## src/rtl/ahb_pkg.sv

```systemverilog
// ahb_pkg: AHB-Lite encodings, master FSM states, slave register map and lane helpers.
package ahb_pkg;
  localparam logic [1:0] HTRANS_IDLE   = 2'b00;
  localparam logic [1:0] HTRANS_NONSEQ = 2'b10;
  localparam logic [2:0] HSIZE_BYTE    = 3'd0;
  localparam logic [2:0] HSIZE_HALF    = 3'd1;
  localparam logic [2:0] HSIZE_WORD    = 3'd2;
  localparam logic [3:0] REG_BUF       = 4'h0;
  localparam logic [3:0] REG_STATUS    = 4'h4;
  localparam logic [3:0] REG_ERROR     = 4'h6;
  localparam logic [3:0] REG_OCC       = 4'h8;
  localparam logic [3:0] REG_TXCTL     = 4'hC;
  localparam logic [3:0] REG_FLUSH     = 4'hD;
  typedef enum logic [1:0] {IDLE, RUN, ERR} state_e;
  function automatic logic [31:0] size_mask(input logic [1:0] size);
    return size == 2'd0 ? 32'h0000_00FF : size == 2'd1 ? 32'h0000_FFFF : 32'hFFFF_FFFF;
  endfunction
  function automatic logic misaligned(input logic [1:0] size, input logic [1:0] off);
    return size == 2'd3 || (size == 2'd1 && off[0]) || (size == 2'd2 && off != 2'd0);
  endfunction
endpackage

```

## src/rtl/ahb_lite_master_if.sv

```systemverilog
// ahb_lite_master_if: AHB-Lite bus signals between the master and the slave register map.
interface ahb_lite_master_if #(parameter int ADDR_WIDTH = 4) ();
  logic [ADDR_WIDTH-1:0] haddr;
  logic [2:0] hsize;
  logic [1:0] htrans;
  logic hwrite;
  logic [31:0] hwdata;
  logic [31:0] hrdata;
  logic hready;
  logic hresp;
  modport master (output haddr, hsize, htrans, hwrite, hwdata, input hrdata, hready, hresp);
  modport slave (input haddr, hsize, htrans, hwrite, hwdata, output hrdata, hready, hresp);
endinterface

```

## src/rtl/ahb_byte_lane.sv

```systemverilog
// ahb_byte_lane: places write data on byte lanes and extracts/masks read data.
module ahb_byte_lane import ahb_pkg::*; (
  input  logic [1:0]  wr_size,
  input  logic [1:0]  wr_off,
  input  logic [31:0] wr_data,
  output logic [31:0] wr_lanes,
  input  logic [1:0]  rd_size,
  input  logic [1:0]  rd_off,
  input  logic [31:0] rd_bus,
  output logic [31:0] rd_data
);
  assign wr_lanes = (wr_data & size_mask(wr_size)) << {wr_off, 3'b000};
  assign rd_data = (rd_bus >> {rd_off, 3'b000}) & size_mask(rd_size);
endmodule

```

## src/rtl/ahb_lite_master.sv

```systemverilog
// ahb_lite_master: two-slot pipelined AHB-Lite initiator with in-order responses.
module ahb_lite_master import ahb_pkg::*; #(
  parameter int ADDR_WIDTH = 4,
  parameter int DATA_WIDTH = 32
) (
  input  logic                  clk,
  input  logic                  rst,
  input  logic                  cmd_valid,
  output logic                  cmd_ready,
  input  logic                  cmd_write,
  input  logic [ADDR_WIDTH-1:0] cmd_addr,
  input  logic [1:0]            cmd_size,
  input  logic [DATA_WIDTH-1:0] cmd_wdata,
  output logic                  rsp_valid,
  output logic [DATA_WIDTH-1:0] rsp_rdata,
  output logic                  rsp_err,
  ahb_lite_master_if.master     bus
);
  state_e state_q, state_d;
  logic a_valid_q, a_valid_d, a_write_q, a_write_d;
  logic [1:0] a_size_q, a_size_d;
  logic [ADDR_WIDTH-1:0] a_addr_q, a_addr_d;
  logic [31:0] a_wdata_q, a_wdata_d;
  logic d_valid_q, d_valid_d, d_write_q, d_write_d;
  logic [1:0] d_size_q, d_size_d, d_off_q, d_off_d;
  logic [1:0] htrans_q, htrans_d;
  logic [31:0] hwdata_q, hwdata_d;
  logic cancel_q, cancel_d;
  logic rsp_valid_q, rsp_valid_d, rsp_err_q, rsp_err_d;
  logic [31:0] rsp_rdata_q, rsp_rdata_d;
  logic mis, acc, err_start;
  logic [31:0] wr_lanes, rd_data;
  ahb_byte_lane u_lane (
    .wr_size(cmd_size), .wr_off(cmd_addr[1:0]), .wr_data(cmd_wdata), .wr_lanes(wr_lanes),
    .rd_size(d_size_q), .rd_off(d_off_q), .rd_bus(bus.hrdata), .rd_data(rd_data)
  );
  assign mis = misaligned(cmd_size, cmd_addr[1:0]);
  // Illegal commands only enter an empty pipeline so their error response stays in order.
  assign cmd_ready = !rst && state_q != ERR && (!a_valid_q || bus.hready) && !cancel_q &&
                     (!mis || (!a_valid_q && !d_valid_q));
  assign acc = cmd_valid && cmd_ready;
  assign err_start = state_q != ERR && d_valid_q && bus.hresp && !bus.hready;
  always_comb begin
    a_valid_d = a_valid_q;
    a_write_d = a_write_q;
    a_size_d = a_size_q;
    a_addr_d = a_addr_q;
    a_wdata_d = a_wdata_q;
    d_valid_d = d_valid_q;
    d_write_d = d_write_q;
    d_size_d = d_size_q;
    d_off_d = d_off_q;
    hwdata_d = hwdata_q;
    cancel_d = cancel_q;
    rsp_valid_d = 1'b0;
    rsp_err_d = 1'b0;
    rsp_rdata_d = '0;
    if (bus.hready) begin
      d_valid_d = a_valid_q;
      d_write_d = a_write_q;
      d_size_d = a_size_q;
      d_off_d = a_addr_q[1:0];
      a_valid_d = 1'b0;
      hwdata_d = (a_valid_q && a_write_q) ? a_wdata_q : hwdata_q;
      if (d_valid_q) begin
        rsp_valid_d = 1'b1;
        rsp_err_d = bus.hresp || state_q == ERR;
        rsp_rdata_d = (d_write_q || rsp_err_d) ? '0 : rd_data;
      end
    end
    if (cancel_q && state_q != ERR) begin
      rsp_valid_d = 1'b1;
      rsp_err_d = 1'b1;
      cancel_d = 1'b0;
    end
    if (acc && mis) begin
      rsp_valid_d = 1'b1;
      rsp_err_d = 1'b1;
    end
    if (acc && !mis) begin
      a_valid_d = 1'b1;
      a_write_d = cmd_write;
      a_size_d = cmd_size;
      a_addr_d = cmd_addr;
      a_wdata_d = wr_lanes;
    end
    // First error cycle: whatever sits in the address phase is pulled off the bus.
    if (err_start) begin
      cancel_d = a_valid_d;
      a_valid_d = 1'b0;
    end
    htrans_d = a_valid_d ? HTRANS_NONSEQ : HTRANS_IDLE;
    state_d = (a_valid_d || d_valid_d || cancel_d) ? RUN : IDLE;
    state_d = (err_start || (state_q == ERR && !bus.hready)) ? ERR : state_d;
  end
  always_ff @(posedge clk) begin
    if (rst) begin
      state_q <= IDLE;
      a_valid_q <= 1'b0;
      a_write_q <= 1'b0;
      a_size_q <= '0;
      a_addr_q <= '0;
      a_wdata_q <= '0;
      d_valid_q <= 1'b0;
      d_write_q <= 1'b0;
      d_size_q <= '0;
      d_off_q <= '0;
      htrans_q <= HTRANS_IDLE;
      hwdata_q <= '0;
      cancel_q <= 1'b0;
      rsp_valid_q <= 1'b0;
      rsp_err_q <= 1'b0;
      rsp_rdata_q <= '0;
    end else begin
      state_q <= state_d;
      a_valid_q <= a_valid_d;
      a_write_q <= a_write_d;
      a_size_q <= a_size_d;
      a_addr_q <= a_addr_d;
      a_wdata_q <= a_wdata_d;
      d_valid_q <= d_valid_d;
      d_write_q <= d_write_d;
      d_size_q <= d_size_d;
      d_off_q <= d_off_d;
      htrans_q <= htrans_d;
      hwdata_q <= hwdata_d;
      cancel_q <= cancel_d;
      rsp_valid_q <= rsp_valid_d;
      rsp_err_q <= rsp_err_d;
      rsp_rdata_q <= rsp_rdata_d;
    end
  end
  assign bus.haddr = a_addr_q;
  assign bus.hsize = {1'b0, a_size_q};
  assign bus.htrans = htrans_q;
  assign bus.hwrite = a_write_q;
  assign bus.hwdata = hwdata_q;
  assign rsp_valid = rsp_valid_q;
  assign rsp_err = rsp_err_q;
  assign rsp_rdata = rsp_rdata_q;
endmodule

```

## src/flat_wrapper.sv

```systemverilog
// flat-port wrapper written by rule: the top's interface ports become plain ports
module ahb_lite_master_flat import ahb_pkg::*;
#(
  parameter int ADDR_WIDTH = 4,
  parameter int DATA_WIDTH = 32
)
  (clk, rst, cmd_valid, cmd_ready, cmd_write, cmd_addr, cmd_size, cmd_wdata, rsp_valid, rsp_rdata, rsp_err, bus_haddr, bus_hsize, bus_htrans, bus_hwrite, bus_hwdata, bus_hrdata, bus_hready, bus_hresp);
  ahb_lite_master_if #(.ADDR_WIDTH(ADDR_WIDTH)) bus_i ();
  input  logic clk;
  input  logic rst;
  input  logic cmd_valid;
  output logic cmd_ready;
  input  logic cmd_write;
  input  logic [ADDR_WIDTH-1:0] cmd_addr;
  input  logic [1:0] cmd_size;
  input  logic [DATA_WIDTH-1:0] cmd_wdata;
  output logic rsp_valid;
  output logic [DATA_WIDTH-1:0] rsp_rdata;
  output logic rsp_err;
  output wire logic [$bits(bus_i.haddr)-1:0] bus_haddr;
  output wire logic [$bits(bus_i.hsize)-1:0] bus_hsize;
  output wire logic [$bits(bus_i.htrans)-1:0] bus_htrans;
  output wire logic [$bits(bus_i.hwrite)-1:0] bus_hwrite;
  output wire logic [$bits(bus_i.hwdata)-1:0] bus_hwdata;
  input wire logic [$bits(bus_i.hrdata)-1:0] bus_hrdata;
  input wire logic [$bits(bus_i.hready)-1:0] bus_hready;
  input wire logic [$bits(bus_i.hresp)-1:0] bus_hresp;
  assign bus_haddr = bus_i.haddr;
  assign bus_hsize = bus_i.hsize;
  assign bus_htrans = bus_i.htrans;
  assign bus_hwrite = bus_i.hwrite;
  assign bus_hwdata = bus_i.hwdata;
  assign bus_i.hrdata = bus_hrdata;
  assign bus_i.hready = bus_hready;
  assign bus_i.hresp = bus_hresp;
  ahb_lite_master #(.ADDR_WIDTH(ADDR_WIDTH), .DATA_WIDTH(DATA_WIDTH)) u_core (.clk(clk), .rst(rst), .cmd_valid(cmd_valid), .cmd_ready(cmd_ready), .cmd_write(cmd_write), .cmd_addr(cmd_addr), .cmd_size(cmd_size), .cmd_wdata(cmd_wdata), .rsp_valid(rsp_valid), .rsp_rdata(rsp_rdata), .rsp_err(rsp_err), .bus(bus_i));
endmodule
```

## config.mk

```make
export PLATFORM = sky130hd
export DESIGN_NAME = ahb_lite_master_flat
export DESIGN_NICKNAME = d
export VERILOG_FILES = /design/src/rtl/ahb_pkg.sv /design/src/rtl/ahb_lite_master_if.sv /design/src/rtl/ahb_byte_lane.sv /design/src/rtl/ahb_lite_master.sv /design/src/flat_wrapper.sv
export SDC_FILE = /design/constraint.sdc
export NUM_CORES = 1
export LEC_CHECK = 0
export ABC_CLOCK_PERIOD_IN_PS = 1600
export BUFFER_PORTS_ARGS = -buffer_cell sky130_fd_sc_hd__buf_2
export CORE_AREA = 2 2 79 156
export DETAILED_ROUTE_END_ITERATION = 10
export DIE_AREA = 0 0 81 158
export GPL_ROUTABILITY_DRIVEN = 0
export GPL_TIMING_DRIVEN = 0
export PLACE_DENSITY_LB_ADDON = 0.05
export SYNTH_ARGS = -nofsm -noshare
export SYNTH_HDL_FRONTEND = slang
export SYNTH_SLANG_ARGS = --single-unit
export TNS_END_PERCENT = 1
```

## constraint.sdc

```tcl
create_clock -name clk -period 1.6 [get_ports clk]
set_clock_uncertainty 0.15 [all_clocks]
set_input_delay 0.16 -clock clk [delete_from_list [all_inputs] [get_ports clk]]
set_output_delay 0.16 -clock clk [all_outputs]
set_load 0.005 [all_outputs]
```

==> flow_summary_export.csv, run 1 <==
group,metric,value,unit
run_status,status,"complete, but fails checks",
run_status,violations,"negative setup slack",
synth,synth_top_area_share,46.2,%
synth,synthTopCellsByArea,"dfxtp_1 (46%), a21oi_1 (7.6%), mux2i_1 (7.4%)",
synth,ys.flop_type,"dfxtp_1",
timing,max_slew_margin,58.1,%
layout,multi_input_area,0.00243,sq mm
detailed_routing,via_per_inst,5.24,
timing,clock.fmax,0.595,GHz
timing,tns,-0.125,ns
die,ios,153,
layout,fin_cells,930,
clock_network,clk_pin_slew_worst_paths,0.05,ns
die,start_util,42.8,%
die,die_y,158,microns
pwr,power.density,1080,mW/mm^2
synth,ys_seq_area_share,46.2,%
layout,nNetsFinal,848,
worst_setup_path,reg2reg_to,"u_core.a_wdata_q[14]",
synth,yosys_warnings,0,
global_routing,grt_overflow,0,
detailed_routing,dr.pass1.iters,4,
timing,finalWorstSetupSlack,-0.0805,ns
placed_design,dp_cells,867,
synth,yosysTopAreaCell,"dfxtp_1",
global_routing,grt_max_degree,17,
synth,synth_edf_count,0,
detailed_routing,drt_iter0_markers,136,
detailed_routing,finalWirelength,15500,microns
timing,worst_pin_slew,0.629,ns
synth,syn-instance-count,572,
timing,setup_viol,3,
layout,diodes,0,
timing,rsz0062_at_grt,"true",
worst_setup_path,end_kind,"output pin",
global_routing,grt_pass1_wl,23200,microns
worst_setup_path,worstPathArrival,1.37,ns
detailed_routing,detail-route-antenna-nets,0,
layout,n_fill_cell,1087,
synth,async_reset_ff_share,0,%
synth,syn_area,0.00498,sq mm
detailed_routing,num_vias,4873,
clock_network,cts_tree,"yes",
worst_setup_path,r2r_slack,-0.04,ns
global_routing,grtUsageTotal,24.3,%
worst_setup_path,cp_max_fo,8,
clock_network,clock-sinks,115,
synth,yosysMostFrequentCell,"dfxtp_1",
layout,syn_to_final_growth,39.3,%
synth,synth.distinct_cells,45,
pwr,peakVddDrop,0.753,mV
detailed_routing,route.detailed.drc,0,
timing,slew_viol_final,0,
worst_setup_path,rr_startpoint,"u_core.cancel_q",
clock_network,cts_buffers,17,
timing,hold_viol_final,0,
die,die_w,81,microns
layout,stdcell_area,0.00694,sq mm
worst_setup_path,path_class,"reg -> out",
worst_setup_path,crit_path_start,"u_core.bus.htrans[1]",
placed_design,io_buffers,149,
clock_network,h-tree-depth,4,
placed_design,placed_cell_area,0.00591,sq mm
die,rows,56,
worst_setup_path,worst-r2r-cell-count,6,
hold_path,holdPathStages,4,
layout,final-seq-area,0.00231,sq mm
worst_setup_path,crit_end,"cmd_ready",
pwr,p_leak,2.87,nW
clock_network,clock_path_buffers,2,
hold_path,min_path_type,"in -> reg",
global_routing,antenna_found_initial,0,
synth,yosys-top-cells-count,"dfxtp_1 (115), nand2_1 (85), a21oi_1 (76), nor2_1 (42), o21ai_0 (40)",
timing,fin_crit_sh,105,%
job,drv_cap,0,
detailed_routing,wire_per_inst,16.6,microns
placed_design,hpwl,11800,microns
placed_design,pre_cts_ws,-0.310,ns
die,core-area,0.0116,sq mm
synth,ys_seq_elements,115,
worst_setup_path,cp-start-kind,"register",
layout,drive_above_1_share,32.9,%
clock_network,worstSkewPairLatency,0.41,ns
die,dieArea,0.0128,sq mm
global_routing,first_global_vias,4732,
timing,layout_min_cycle_time,1.68,ns
synth,avgSynthCellArea,8.71,sq um
clock_network,root_buffer,"clkbuf_16",
worst_setup_path,worstPathRequired,1.29,ns
[worst max-delay path: stages, from the launching register on]
cell and delay (ns):
dfxtp_4 0.37, nor2b_4 0.13, nor4_2 0.21, o21a_1 0.15
buf_2 0.10
[sequential cells by signal, indices dropped and copies added, names as in the netlist, 2 cells and up]
signal and cells:
u_core.a_wdata_q 32, u_core.bus.hwdata 32, u_core.rsp_rdata 32, u_core.bus.haddr 4
u_core.a_size_q 2, u_core.d_off_q 2, u_core.d_size_q 2, u_core.state_q 2
[kinds of logic (layout without fill, tap and decap cells)]
group / Yosys count / in the layout / share of synthesized area [%]
AND/OR/NAND/NOR: 194 / 194 / 19.0
AO/OA/AOI/OAI: 170 / 170 / 21.0
buffers and inverters: 55 / 267 / 6.21
multiplexers: 37 / 37 / 7.44
flip-flops: 115 / 115 / 46.2
other: 1 / 2 / 0.0753
[cells in the final DEF, fill, tap and decap left out, types with 8 or more instances in the layout]
cell type	Yosys	layout
nor2_1	42	42
and2_1	9	9
dlygate4sd3_1	0	30
a211oi_1	18	18
nand3_1	8	8
buf_2	12	162
o21ai_0	40	38
nand4_1	8	8
nand4b_1	8	8
nand2_1	85	85
buf_6	6	8
mux2i_1	37	37
dfxtp_1	115	111
buf_4	11	10
a32oi_1	8	8
nor2b_1	15	11
a21oi_2	6	9
clkbuf_16	0	17
a2bb2oi_1	8	8
clkbuf_1	20	12
a21oi_1	76	73
[area by class of cell]
cell class	count	share of cell area [%]
multi-input cells	403	35.0
inverters	1	0.0541
flip-flops and latches	115	33.3
clock buffers	19	6.39
repair buffers	181	15.5
plain buffers	53	4.87
clock inverters	13	2.31
well taps	145	2.62
[layer usage]
layer | wire (microns) | GRT usage (%) | vias to the layer above
met3 | 751 | 4.62 | 40
met1 | 5500 | 22.7 | 2244
met4 | 632 | 13.8 | 0
met2 | 8570 | 47.0 | 180
li1 | - | - | 2409
met5 | 0 | 0 | -
[what timing repair did]
action | in CTS | in global routing
hold buffers | 30 | 0
setup buffers | 1 | 1
pin swaps | 9 | 11
resized for setup | 15 | 26
endpoints found under the hold margin | 47 | 0
endpoints found under the setup margin | 92 | 87
[worst min-delay path by stage]
| stage | from | endpoint | slack, ns |
|---|---|---|---|
| after detailed placement | bus_hrdata[25] | u_core.rsp_rdata[25] | 0.25 |
| after global routing | cmd_size[0] | u_core.a_size_q[0] | 0.01 |
| after CTS | cmd_size[0] | u_core.a_size_q[0] | 0.004 |
| after floorplan | bus_hrdata[24] | u_core.rsp_rdata[24] | 0.13 |
| final | cmd_size[0] | u_core.a_size_q[0] | 0.01 |
| after global placement | bus_hrdata[27] | u_core.rsp_rdata[27] | 0.24 |
[metrics by stage]
stage	hold WS, ns	total power, mW	util (%)
final	0.00969	7.47	59.6
after global routing	0.0145	7.71	59.6
after CTS	0.00434	7.50	59.1
after detailed placement	0.252	3.59	50.8
after global placement	0.242	3.58	50.8
after floorplan	0.132	3.35	-
[power breakdown]
part           switching, mW  internal (mW)
Sequential            0.0246           2.90
Clock                   1.38           2.48
Combinational          0.376          0.313
Total                   1.78           5.69
Power figures use the tool's default switching activity.
==> run 2, diff against run 1 <==
--- a/config.mk
+++ b/config.mk
@@ -5,14 +5,13 @@
 export SDC_FILE = /design/constraint.sdc
 export NUM_CORES = 1
 export LEC_CHECK = 0
-export ABC_CLOCK_PERIOD_IN_PS = 1600
 export BUFFER_PORTS_ARGS = -buffer_cell sky130_fd_sc_hd__buf_2
 export CORE_AREA = 2 2 79 156
 export DETAILED_ROUTE_END_ITERATION = 10
 export DIE_AREA = 0 0 81 158
 export GPL_ROUTABILITY_DRIVEN = 0
 export GPL_TIMING_DRIVEN = 0
-export PLACE_DENSITY_LB_ADDON = 0.05
+export PLACE_DENSITY_LB_ADDON = 0.3
 export SYNTH_ARGS = -nofsm -noshare
 export SYNTH_HDL_FRONTEND = slang
 export SYNTH_SLANG_ARGS = --single-unit
==> run 2 against run 1 <==
The flow still finishes with violations (negative setup slack). Fmax shrank 1.8%. Via count rose by 1.8%. Non-clock buffer count up 2. Flip-flop and latch count unchanged. Largest cell class unchanged. Highest routed layer unchanged.
==> flow_summary_export.csv, run 2 (synthesis results as in run 1) <==
group,metric,value,unit
die,core-area,0.0116,sq mm
detailed_routing,route.detailed.drc,0,
clock_network,clk_pin_slew_worst_paths,0.05,ns
layout,stdcell_area,0.00696,sq mm
die,die_y,158,microns
run_status,status,"complete, but fails checks",
die,dieArea,0.0128,sq mm
placed_design,io_buffers,149,
clock_network,cts_buffers,17,
detailed_routing,dr.pass1.iters,4,
die,rows,56,
timing,setup_viol,17,
die,ios,153,
global_routing,grt_max_degree,17,
hold_path,hold-path-endpoint,"u_core.a_size_q[0]",
run_status,violations,"negative setup slack",
layout,nNetsFinal,850,
die,start_util,42.8,%
detailed_routing,num_vias,4962,
placed_design,pre_cts_ws,-0.206,ns
worst_setup_path,slowest_stage,"dfxtp_4",
timing,finalWorstSetupSlack,-0.112,ns
global_routing,grtUsageTotal,24.5,%
timing,rsz0062_at_grt,"true",
pwr,power.density,1050,mW/mm^2
worst_setup_path,cp_max_fo,2,
worst_setup_path,r2r_slack,-0.06,ns
layout,final_util,59.8,%
detailed_routing,wire_per_inst,16.7,microns
clock_network,clock-sinks,115,
pwr,peakVddDrop,0.865,mV
worst_setup_path,crit_chain,"nor2b_4, nor4_2, o21a_1, buf_2",
pwr,p_leak,2.89,nW
worst_setup_path,worstPathRequired,1.29,ns
global_routing,first_global_vias,4936,
detailed_routing,drt_iter0_markers,223,
timing,fin_hold_ws,0.0132,ns
global_routing,grt_overflow,0,
timing,slew_viol_final,0,
detailed_routing,finalWirelength,15600,microns
detailed_routing,detail-route-antenna-nets,0,
layout,final_common_cell,"buf_2",
layout,diodes,0,
timing,fin_crit_sh,107,%
pwr,p_total,7.33,mW
hold_path,hold_start,"cmd_size[0]",
worst_setup_path,cp-start-kind,"register",
worst_setup_path,max_stage_delay,0.34,ns
worst_setup_path,path_class,"reg -> out",
worst_setup_path,reg2reg_to,"u_core.a_wdata_q[10]",
layout,drive_above_1_share,32.5,%
clock_network,worstSkewPairLatency,0.41,ns
timing,layout_min_cycle_time,1.71,ns
layout,syn_to_final_growth,39.7,%
placed_design,placed_cell_area,0.00591,sq mm
placed_design,hpwl,11700,microns
layout,layout_common_cells,"buf_2 (162), dfxtp_1 (111), nand2_1 (85), a21oi_1 (76), nor2_1 (42)",
global_routing,grt_pass1_wl,23600,microns
worst_setup_path,worstPathArrival,1.40,ns
die,die_w,81,microns
global_routing,antenna_found_initial,0,
clock_network,h-tree-depth,4,
job,drv_cap,0,
detailed_routing,via_per_inst,5.32,
clock_network,clock_path_buffers,2,
timing,max_slew_margin,58.0,%
timing,worst_pin_slew,0.630,ns
worst_setup_path,worst-r2r-cell-count,6,
worst_setup_path,rr_startpoint,"u_core.state_q[1]",
hold_path,min_path_type,"in -> reg",
timing,clock.fmax,0.584,GHz
clock_network,root_buffer,"clkbuf_16",
hold_path,holdPathStages,4,
clock_network,cts_tree,"yes",
timing,hold_viol_final,0,
worst_setup_path,end_kind,"output pin",
run 2: cell count changes in the layout (fill, tap and decap cells not counted), moves of 2 or more:
cell and change:
nor2b_1 +2, a21oi_1 +3, o21ai_0 +2, nor2b_2 -2
o21ai_1 -2, a21oi_2 -3, dlygate4sd3_1 +2
run 2: area by class of cell:
type                    count  area (sq um)
plain buffers              52           334
clock buffers              20           457
clock inverters            12           131
fillers                  1060          4680
inverters                   1          3.75
multi-input cells         403          2440
flip-flops and latches    115          2310
well taps                 145           181
repair buffers            184          1100
run 2: routing by layer:
metal	wire length, microns	GRT usage (%)
met1	5360	22.2
met3	921	5.36
met2	8340	46.0
met5	0	0
met4	939	17.4
run 2: worst max-delay path, delay by kind of cell, from the launching register on:
kind / cells / cell delay, ns
compound gates: 1 / 0.17
buf+inv: 1 / 0.11
flops: 1 / 0.34
simple gates: 2 / 0.37
run 2: per-stage QoR:
stage	TNS, ns	std cells
global placement	-3.96	867
detailed placement	-6.19	867
global route	-1.89	932
CTS	-0.281	933
floorplan	0	573
finish	-0.549	932
run 2: power breakdown:
group / internal, mW / switching [mW] / leakage (nW) / total [mW]
combinational: 0.319 / 0.384 / 1.68 / 0.704
sequential: 2.90 / 0.0250 / 0.930 / 2.93
clock: 2.37 / 1.33 / 0.278 / 3.70
total: 5.59 / 1.74 / 2.89 / 7.33
run 2: worst max path at each step:
| stage | start | to | slack, ns | cells after the start |
|---|---|---|---|---|
| 2_1_floorplan | u_core.state_q[1] | u_core.a_wdata_q[26] | 0.09 | 6 |
| 3_3_place_gp | u_core.d_off_q[1] | u_core.rsp_rdata[30] | -0.18 | 5 |
| 3_5_place_dp | u_core.d_off_q[1] | u_core.rsp_rdata[15] | -0.21 | 6 |
| 4_1_cts | u_core.bus.htrans[1] | cmd_ready | -0.09 | 4 |
| 5_1_grt | u_core.bus.htrans[1] | cmd_ready | -0.16 | 4 |
| 6_report | u_core.bus.htrans[1] | cmd_ready | -0.11 | 4 |
run 2: timing repair:
| item | CTS | global route |
|---|---|---|
| hold buffers | 32 | 0 |
| pin swaps | 12 | 5 |
| resized for setup | 24 | 9 |
| setup endpoints to repair | 84 | 73 |
| endpoints found under the hold margin | 49 | 0 |
| buffers inserted | 3 | 0 |
